<file path="config.mk">
export PLATFORM = sky130hd
export DESIGN_NAME = dual_issue_controller
export DESIGN_NICKNAME = d
export VERILOG_FILES = /design/src/rtl/dual_issue_controller_pkg.sv /design/src/rtl/dual_issue_controller_sat_counter.sv /design/src/rtl/dual_issue_controller.sv
export SDC_FILE = /design/constraint.sdc
export NUM_CORES = 1
export LEC_CHECK = 0
export ABC_CLOCK_PERIOD_IN_PS = 3100
export CAP_MARGIN = 10
export CELL_PAD_IN_SITES_DETAIL_PLACEMENT = 0
export CELL_PAD_IN_SITES_GLOBAL_PLACEMENT = 2
export CORE_UTILIZATION = 29
export CTS_BUF_LIST = sky130_fd_sc_hd__clkbuf_8
export CTS_CLUSTER_DIAMETER = 150
export DETAILED_ROUTE_END_ITERATION = 10
export PLACE_DENSITY = 0.91
export SYNTH_ARGS = -nofsm -noshare
export SYNTH_HDL_FRONTEND = slang
export SYNTH_SLANG_ARGS = --single-unit
</file>
<file path="constraint.sdc">
create_clock -name clk -period 3.1 [get_ports clk]
set_input_delay 0.62 -clock clk [delete_from_list [all_inputs] [get_ports clk]]
set_output_delay 0.62 -clock clk [all_outputs]
set_load 0.005 [all_outputs]
</file>
<file path="src/rtl/dual_issue_controller_pkg.sv">
// Shared front-end constants: pipeline-register masks, memory ops,
// controller state encoding and mask helpers.
package dual_issue_controller_pkg;

   localparam int NUM_PIPE_MASKS = 3;

   typedef logic [NUM_PIPE_MASKS-1:0] pipe_mask_t;

   localparam pipe_mask_t PIPE_REG_PC    = 3'b001;
   localparam pipe_mask_t PIPE_REG_IF_ID = 3'b010;
   localparam pipe_mask_t PIPE_REG_ID_EX = 3'b100;

   localparam pipe_mask_t PIPE_BUBBLE = PIPE_REG_IF_ID | PIPE_REG_ID_EX;

   localparam logic [1:0] MEM_OP_NONE  = 2'd0;
   localparam logic [1:0] MEM_OP_LOAD  = 2'd1;
   localparam logic [1:0] MEM_OP_STORE = 2'd2;

   localparam int CTRL_STATE_BITS = 2;

   localparam logic [CTRL_STATE_BITS-1:0] CTRL_STATE_RUN      = 2'd0;
   localparam logic [CTRL_STATE_BITS-1:0] CTRL_STATE_LOAD_USE = 2'd1;
   localparam logic [CTRL_STATE_BITS-1:0] CTRL_STATE_FLUSH    = 2'd2;

   typedef enum logic [CTRL_STATE_BITS-1:0] {
      ST_RUN      = CTRL_STATE_RUN,
      ST_LOAD_USE = CTRL_STATE_LOAD_USE,
      ST_FLUSH    = CTRL_STATE_FLUSH
   } ctrl_state_e;

   function automatic logic has_id_ex(input pipe_mask_t m);
      return (m & PIPE_REG_ID_EX) != '0;
   endfunction

endpackage

</file>
<file path="src/rtl/dual_issue_controller_sat_counter.sv">
// Saturating up-counter with a 0/1/2 increment and synchronous reset.
// Sticks at all-ones instead of wrapping.
module sat_counter #(
   parameter int WIDTH = 16
) (
   input  logic             clk,
   input  logic             reset,
   input  logic [1:0]       inc,
   output logic [WIDTH-1:0] count
);

   logic [WIDTH:0] sum;

   assign sum = {1'b0, count} + {{(WIDTH-1){1'b0}}, inc};

   // Add the increment, clamping at all-ones on carry-out.
   always_ff @(posedge clk) begin
      if (reset)
         count <= '0;
      else if (sum[WIDTH])
         count <= '1;
      else
         count <= sum[WIDTH-1:0];
   end

endmodule

</file>
<file path="src/rtl/dual_issue_controller.sv">
// Dual-issue sequencing controller: slot-order bit, branch flush FSM,
// final stall/nop/clear masks and issue/stall performance counters.
module dual_issue_controller
   import dual_issue_controller_pkg::*;
#(
   parameter int CNT_WIDTH    = 16,
   parameter int FLUSH_CYCLES = 2
) (
   input  logic                      clk,
   input  logic                      reset,
   input  logic [NUM_PIPE_MASKS-1:0] hz_stall0,
   input  logic [NUM_PIPE_MASKS-1:0] hz_nop0,
   input  logic [NUM_PIPE_MASKS-1:0] hz_stall1,
   input  logic [NUM_PIPE_MASKS-1:0] hz_nop1,
   input  logic                      hz_clear0,
   input  logic                      hz_clear1,
   input  logic                      branch_taken,
   output logic                      first,
   output logic [NUM_PIPE_MASKS-1:0] stall0,
   output logic [NUM_PIPE_MASKS-1:0] nop0,
   output logic [NUM_PIPE_MASKS-1:0] stall1,
   output logic [NUM_PIPE_MASKS-1:0] nop1,
   output logic                      clear0,
   output logic                      clear1,
   output logic                      flushing,
   output logic [CNT_WIDTH-1:0]      issued_count,
   output logic [CNT_WIDTH-1:0]      stall_count,
   output logic [CNT_WIDTH-1:0]      split_count,
   output logic [CNT_WIDTH-1:0]      flush_count
);

   localparam logic [2:0] FLUSH_LOAD = 3'(FLUSH_CYCLES - 1);

   ctrl_state_e state;
   ctrl_state_e state_nxt;
   logic [2:0]  flush_cnt;
   logic [2:0]  flush_cnt_nxt;
   logic        first_nxt;

   logic        bubble;
   logic        is_lu;
   logic        is_split;
   logic        is_dual;
   logic [1:0]  issued_inc;

   // Classify this cycle; a branch or an active flush masks the hazard unit.
   always_comb begin
      bubble   = branch_taken | (state == ST_FLUSH);
      is_lu    = !bubble && has_id_ex(hz_nop0) && has_id_ex(hz_nop1)
                 && !hz_clear0 && !hz_clear1;
      is_split = !bubble && (hz_clear0 ^ hz_clear1);
      is_dual  = !bubble && !is_lu && !is_split;
   end

   // Final masks: bubble both slots during reset or flush, else pass through.
   always_comb begin
      stall0 = hz_stall0;
      nop0   = hz_nop0;
      stall1 = hz_stall1;
      nop1   = hz_nop1;
      clear0 = hz_clear0;
      clear1 = hz_clear1;
      if (reset || bubble) begin
         stall0 = '0;
         nop0   = PIPE_BUBBLE;
         stall1 = '0;
         nop1   = PIPE_BUBBLE;
         clear0 = 1'b0;
         clear1 = 1'b0;
      end
   end

   // Next state, flush countdown and slot-order bit.
   always_comb begin
      state_nxt     = state;
      flush_cnt_nxt = flush_cnt;
      first_nxt     = first;
      if (branch_taken) begin
         first_nxt     = 1'b1;
         flush_cnt_nxt = FLUSH_LOAD;
         state_nxt     = (FLUSH_LOAD != 3'd0) ? ST_FLUSH : ST_RUN;
      end else begin
         case (state)
            ST_FLUSH: begin
               flush_cnt_nxt = (flush_cnt != 3'd0) ? flush_cnt - 3'd1 : 3'd0;
               state_nxt     = (flush_cnt > 3'd1) ? ST_FLUSH : ST_RUN;
            end
            default: begin
               state_nxt = is_lu ? ST_LOAD_USE : ST_RUN;
               if (is_split)
                  first_nxt = hz_clear0;
            end
         endcase
      end
   end

   // State, countdown and slot-order registers.
   always_ff @(posedge clk) begin
      if (reset) begin
         state     <= ST_RUN;
         flush_cnt <= 3'd0;
         first     <= 1'b1;
      end else begin
         state     <= state_nxt;
         flush_cnt <= flush_cnt_nxt;
         first     <= first_nxt;
      end
   end

   assign flushing   = (state == ST_FLUSH);
   assign issued_inc = is_dual ? 2'd2 : (is_split ? 2'd1 : 2'd0);

   sat_counter #(.WIDTH(CNT_WIDTH)) u_issued (
      .clk   (clk),
      .reset (reset),
      .inc   (issued_inc),
      .count (issued_count)
   );

   sat_counter #(.WIDTH(CNT_WIDTH)) u_stall (
      .clk   (clk),
      .reset (reset),
      .inc   ({1'b0, is_lu}),
      .count (stall_count)
   );

   sat_counter #(.WIDTH(CNT_WIDTH)) u_split (
      .clk   (clk),
      .reset (reset),
      .inc   ({1'b0, is_split}),
      .count (split_count)
   );

   sat_counter #(.WIDTH(CNT_WIDTH)) u_flush (
      .clk   (clk),
      .reset (reset),
      .inc   ({1'b0, branch_taken}),
      .count (flush_count)
   );

endmodule

</file>
Word level (Yosys, flattened, before mapping):

Cells that the tools add are included.

* register bits: 70
* bits in latches: 0
* memory bits (writable): 0
* ROM bits: 0
* input bits: 17
* output and inout port bits: 80
* logic and storage cells: 55
* memories kept: 0

* $add $sub $neg: 5
* $mul: 0
* div/mod/pow operators: 0
* $lt $le $gt $ge: 1
* equal/unequal tests: 1
* shift operators: 0
* mux-type cells: 19
* bitwise logic cells: 3
* reductions and logical operators: 17

Operator list (number)
* two-way mux 16 bit: 4
* adder 16 x 1 -> 17 bit: 3
* adder 16 x 2 -> 17 bit: 1
* two-way mux 3 bit: 5
* two-way mux 2 bit: 4
* logical AND 1 bit: 7
* two-way mux 1 bit: 6
* logical NOT 1 bit: 5
* > comparator 3 x 1 -> 1 bit, second input constant: 1
* nonzero test 3 bit: 1
* subtractor 3 x 1 -> 3 bit, second input constant: 1
* equality test 2 bit, second input constant: 1
* AND reduction 2 bit: 1
* nonzero test 2 bit: 1
* OR reduction 2 bit: 1
* logical OR 1 bit: 1
* inverter 1 bit: 1
* OR 1 bit: 1
* XOR 1 bit: 1

Depth between registers and ports, before layout:

* depth after elaboration: 13
* mapped depth: 12
* mapped depth without buffers: 10

Cells and area by module:

A second synthesis with hierarchy kept.

* cell total of the unflattened synthesis: 390
* area, all modules: 3594.7 um^2

By module, submodules not included
* sat_counter: instances 4, cells an instance 84, area each 790.8 um^2, sequential area each 320.3 um^2
* dual_issue_controller: instances 1, cells an instance 54, area each 431.7 um^2, sequential area each 120.1 um^2

Worst setup path before layout:

No wires, ideal clock.

* kind: input -> register
* from: input hz_clear1
* to: register u_issued.count[15]
* data arrival time: 2.733 ns
* slack: 0.280 ns
* cell stages on the path: 9
* cell sequence: clkbuf_1 > a211oi_1 > a21oi_1 > or3_1 > fa_1 > and4b_1 > nand4_1 > or4_1 > o31ai_1

* longest elaborated chain between the ends: 8

RTL lines
* start: declaration: line dual_issue_controller.sv:16 `input logic hz_clear1,`
* logical NOT 1 bit: line dual_issue_controller.sv:50 `&& !hz_clear0 && !hz_clear1;`
* logical AND 1 bit: line dual_issue_controller.sv:50
* logical NOT 1 bit: line dual_issue_controller.sv:52 `is_dual = !bubble && !is_lu && !is_split;`
* logical AND 1 bit (2 in a row): line dual_issue_controller.sv:52
* two-way mux 2 bit (*): line dual_issue_controller.sv:111 `assign issued_inc = is_dual ? 2'd2 : (is_split ? 2'd1 : 2'd0);`
* adder 16 x 2 -> 17 bit (*): line dual_issue_controller_sat_counter.sv:14 `assign sum = {1'b0, count} + {{(WIDTH-1){1'b0}}, inc};`
* two-way mux 16 bit (*): line dual_issue_controller_sat_counter.sv:20 `else if (sum[WIDTH])`
* end signal: assignment: line dual_issue_controller_sat_counter.sv:23 `count <= sum[WIDTH-1:0];`
* end: declaration: line dual_issue_controller_sat_counter.sv:9 `output logic [WIDTH-1:0] count`

Every way passes the cells marked *; elsewhere a longest branch is shown, timed or not.
A chain may end at the register's enable or synchronous reset.

Final worst setup path:

* from: input hz_nop1[2]
* to: register u_issued.count[15]

* longest elaborated chain between the ends: 9

RTL lines
* start: declaration: line dual_issue_controller.sv:14 `input logic [NUM_PIPE_MASKS-1:0] hz_nop1,`
* logical AND 1 bit: line dual_issue_controller.sv:49 `is_lu = !bubble && has_id_ex(hz_nop0) && has_id_ex(hz_nop1)`
* logical AND 1 bit (2 in a row): line dual_issue_controller.sv:50
* logical NOT 1 bit: line dual_issue_controller.sv:52
* logical AND 1 bit (2 in a row): line dual_issue_controller.sv:52
* two-way mux 2 bit: line dual_issue_controller.sv:111
* adder 16 x 2 -> 17 bit: line dual_issue_controller_sat_counter.sv:14
* two-way mux 16 bit: line dual_issue_controller_sat_counter.sv:20

Every way passes these cells.

==> summary.txt <==
STA
  • RSZ-0062 raised after global routing: no
  • Peak Freq: between 0.3 and 0.4 GHz
  • Worst Hold Slack: just over 0.5 ns
  • Tcrit/Tclk final: 0.949
  • Tmin final: ~3 ns
  • Slew Viols, Final: 0
  • Fin. Hold Viols: 0
  • Setup_tns: 0 ns
  • Clock Skews: approximately 0.0058 ns
  • # setup viols final: 0
  • Slew headroom: 0.704
  • Slew of the pin with the lowest slew margin: between 0.4 and 0.5 ns

Synth
  • Post-synth EDFFs: 0
  • Synthesized area per cell: between 8 and 9 um^2
  • Synth Warn #: 0
  • Synth Flop Type: dfxtp_1
  • Sequential-to-total area share from yosys stat: 0.398
  • Ys async rst share: 0
  • Synthesized flop and latch total: 70
  • Cells after Synth: 397
  • Count of cell types in the netlist: 50
  • Post-synthesis net count: 425
  • Synthesized cell area: between 3000 and 4000 um^2

Cells and area
  • Fin nets: 543
  • ANT cells: 0
  • Register area: approximately 1400 um^2
  • Multi-input gate area: slightly below 2000 um^2
  • Fill count: around 1200
  • Layout cells sized above 1: 0.152
  • Area grow syn2layout: 41.4%

Clocking
  • CTS clock-pin slew for the worst setup and hold paths: roughly 0.070 ns
  • # clock sinks: 70
  • Clock buffer depth: 2
  • Clock Latency Late Sink: 0.34 ns
  • Depth of the CTS H-tree: 3
  • CTS tree: yes
  • Setup bufs post-CTS: 0
  • Hold_buf cts: 0
  • CTS buffer count: 9
  • Root buf cell: clkbuf_8

Placement
  • Hpwl dp: 6510 um
  • Gpl congestion: a little under 0.8
  • IO Port Bufs: 96

Floorplan
  • Site Rows: 39
  • Die Height: 112 um
  • Core Area: ~12000 um^2
  • Die Wd: 112 um
  • I/O pin count: slightly below 100
  • Initial core utilization: 0.303
  • Total Die Area: between 10000 and 15000 um^2

Flow run
  • Max-cap violations: 0

Hold path
  • Hold Crit Class: register to register

Global routing
  • Largest net degree at the start of global routing: 37
  • Vias in the first global route: about 3100
  • GRT Resource Usage Total: 0.147
  • GRT overflow: 0
  • Initial antenna violation count: 1
  • First-pass GRT wire length: ~15000 um

Route
  • Routed Antenna Nets: 0
  • Vias/cell: 4.94
  • DR pass1 iterations: 8
  • Iter 0 DRT Violations: around 170
  • DRC Markers: 5
  • Routed WL: 8940 um
  • Via Count: approximately 3300
  • Drt wl/cell: between 10 and 15 um

Critical path
  • CP arrival: between 3 and 4 ns
  • Worst Path Class, Setup: input pin to register
  • Startpoint Class: input pin
  • Critical Path RT: between 3 and 4 ns
  • Crit path max fanout: 3
  • Critical Path End Type: register

Power
  • Maximum VDD drop: 0.267 mV
  • Tot Pwr: 1.72 mW
  • PD cells: 345 nW/um^2
  • Leak: around 1.8 nW

Run status
  • Failing checks: design-rule violations
  • Status: finished with violations
==> layer usage <==
| metal | track usage | share of wire | vias up |
|---|---|---|---|
| met4 | 0.0427 | 0.011 | 0 |
| met3 | 0.0491 | 0.063 | 8 |
| met2 | 0.230 | 0.45 | 83 |
| li1 | - | - | 1655 |
| met1 | 0.192 | 0.48 | 1530 |
| met5 | 0 | 0 | - |
==> cells by family (layout without fill, tap and decap cells) <==
| family | count (synthesis) | after routing | synth area share |
|---|---|---|---|
| adder cells (fa/ha/maj) | 11 | 11 | 0.0412 |
| AND/OR/NAND/NOR | 155 | 155 | 0.258 |
| buffers and inverters | 38 | 161 | 0.0461 |
| AO/OA/AOI/OAI | 81 | 81 | 0.150 |
| flip-flops | 70 | 70 | 0.398 |
| multiplexers | 5 | 5 | 0.0146 |
| XOR/XNOR | 37 | 37 | 0.0919 |
==> metrics by stage <==
step | std cells | worst slack, ns | util | instance area (um^2)
after floorplan | 397 | 0.280 | - | 3520
after global placement | 647 | -0.189 | 0.413 | 4800
after detailed placement | 647 | -0.260 | 0.413 | 4800
after CTS | 663 | 0.103 | 0.429 | 4980
after global routing | 663 | 0.0393 | 0.429 | 4980
final | 663 | 0.157 | 0.429 | 4980
==> synthesized netlist by cell type, types with 2 or more instances <==
master,count,area share
a211oi_1,4,0.0085
a21oi_1,38,0.054
a21oi_2,20,0.050
a31o_2,3,0.0075
a31oi_1,7,0.012
and2_1,2,0.0035
and3_1,17,0.030
and4_1,5,0.012
and4_4,2,0.0064
and4b_1,3,0.0085
buf_2,4,0.0057
buf_6,2,0.0064
clkbuf_1,10,0.011
dfxtp_1,70,0.40
ha_1,10,0.035
inv_1,20,0.021
mux2i_1,4,0.011
nand2_1,24,0.026
nand2b_1,5,0.0089
nand3_1,15,0.021
nand4_1,18,0.032
nor2_1,23,0.024
nor2b_1,3,0.0053
nor3_1,17,0.024
nor4_1,5,0.0089
o21ai_0,4,0.0057
or2_2,3,0.0053
or4_1,2,0.0043
xnor2_1,24,0.060
xor2_1,13,0.032
==> worst max-delay path, cell delays in order <==
cell             delay [ns]
clkdlybuf4s50_1        0.48
a211oi_1               0.27
a21oi_1                0.06
or3_1                  0.36
fa_1                   0.43
and4b_1                0.32
nand4_1                0.12
or4_1                  0.48
o31ai_1                0.07
==> cells in the final DEF (no fill, tap or decap), types with 2 or more instances in the layout <==
master / count
dfxtp_1: 70
and2_1: 2
a21oi_2: 20
a31oi_1: 7
and4_4: 2
inv_1: 24
and3_1: 17
or4_1: 2
a31o_2: 3
o21ai_0: 4
nor3_1: 16
clkbuf_8: 12
nand4_1: 18
a211oi_1: 4
xor2_1: 13
xnor2_1: 24
nor2_1: 23
nand3_1: 15
clkdlybuf4s50_1: 95
mux2i_1: 4
nand2b_1: 5
or2_2: 3
and4_1: 5
and4b_1: 3
nand2_1: 24
ha_1: 10
nor2b_1: 3
nor4_1: 5
buf_4: 27
a21oi_1: 38
==> state kept, by name, indices dropped and copies added, names as in the netlist <==
register and count:
first 1, u_issued.count 16, u_split.count 16, flush_cnt 3, u_flush.count 16, state 2
u_stall.count 16
==> cell type report <==
type                            count  share of cell area
Multi-Input combinational cell    289               0.394
Timing Repair Buffer              124               0.237
Clock buffer                       12              0.0331
Sequential cell                    70               0.281
Clock inverter                      4             0.00301
Tap cell                          143              0.0359
Inverter                           21              0.0158
==> where the power goes <==
| part | switching (mW) | leakage (nW) | total [mW] | internal, mW |
|---|---|---|---|---|
| registers | 0.00972 | 0.565 | 0.919 | 0.909 |
| logic | 0.0619 | 1.09 | 0.136 | 0.0738 |
| clock network | 0.322 | 0.108 | 0.667 | 0.345 |
==> worst paths after layout <==
| kind | start | endpoint | slack [ns] | depth (start not counted) |
|---|---|---|---|---|
| min reg2reg | u_stall.count[15] | u_stall.count[15] | 0.51 | 1 |
| max | hz_nop1[2] | u_issued.count[15] | 0.16 | 9 |
| min | u_stall.count[15] | u_stall.count[15] | 0.51 | 1 |
| max reg2reg | state[0] | u_issued.count[15] | 0.46 | 10 |
==> what timing repair did <==
| action | in CTS | in global routing |
|---|---|---|
| endpoints found under the hold margin | 0 | 0 |
| endpoints found under the setup margin | 0 | 2 |
| resized for setup | 0 | 1 |
No activity file was read; power rests on OpenSTA's default activity.
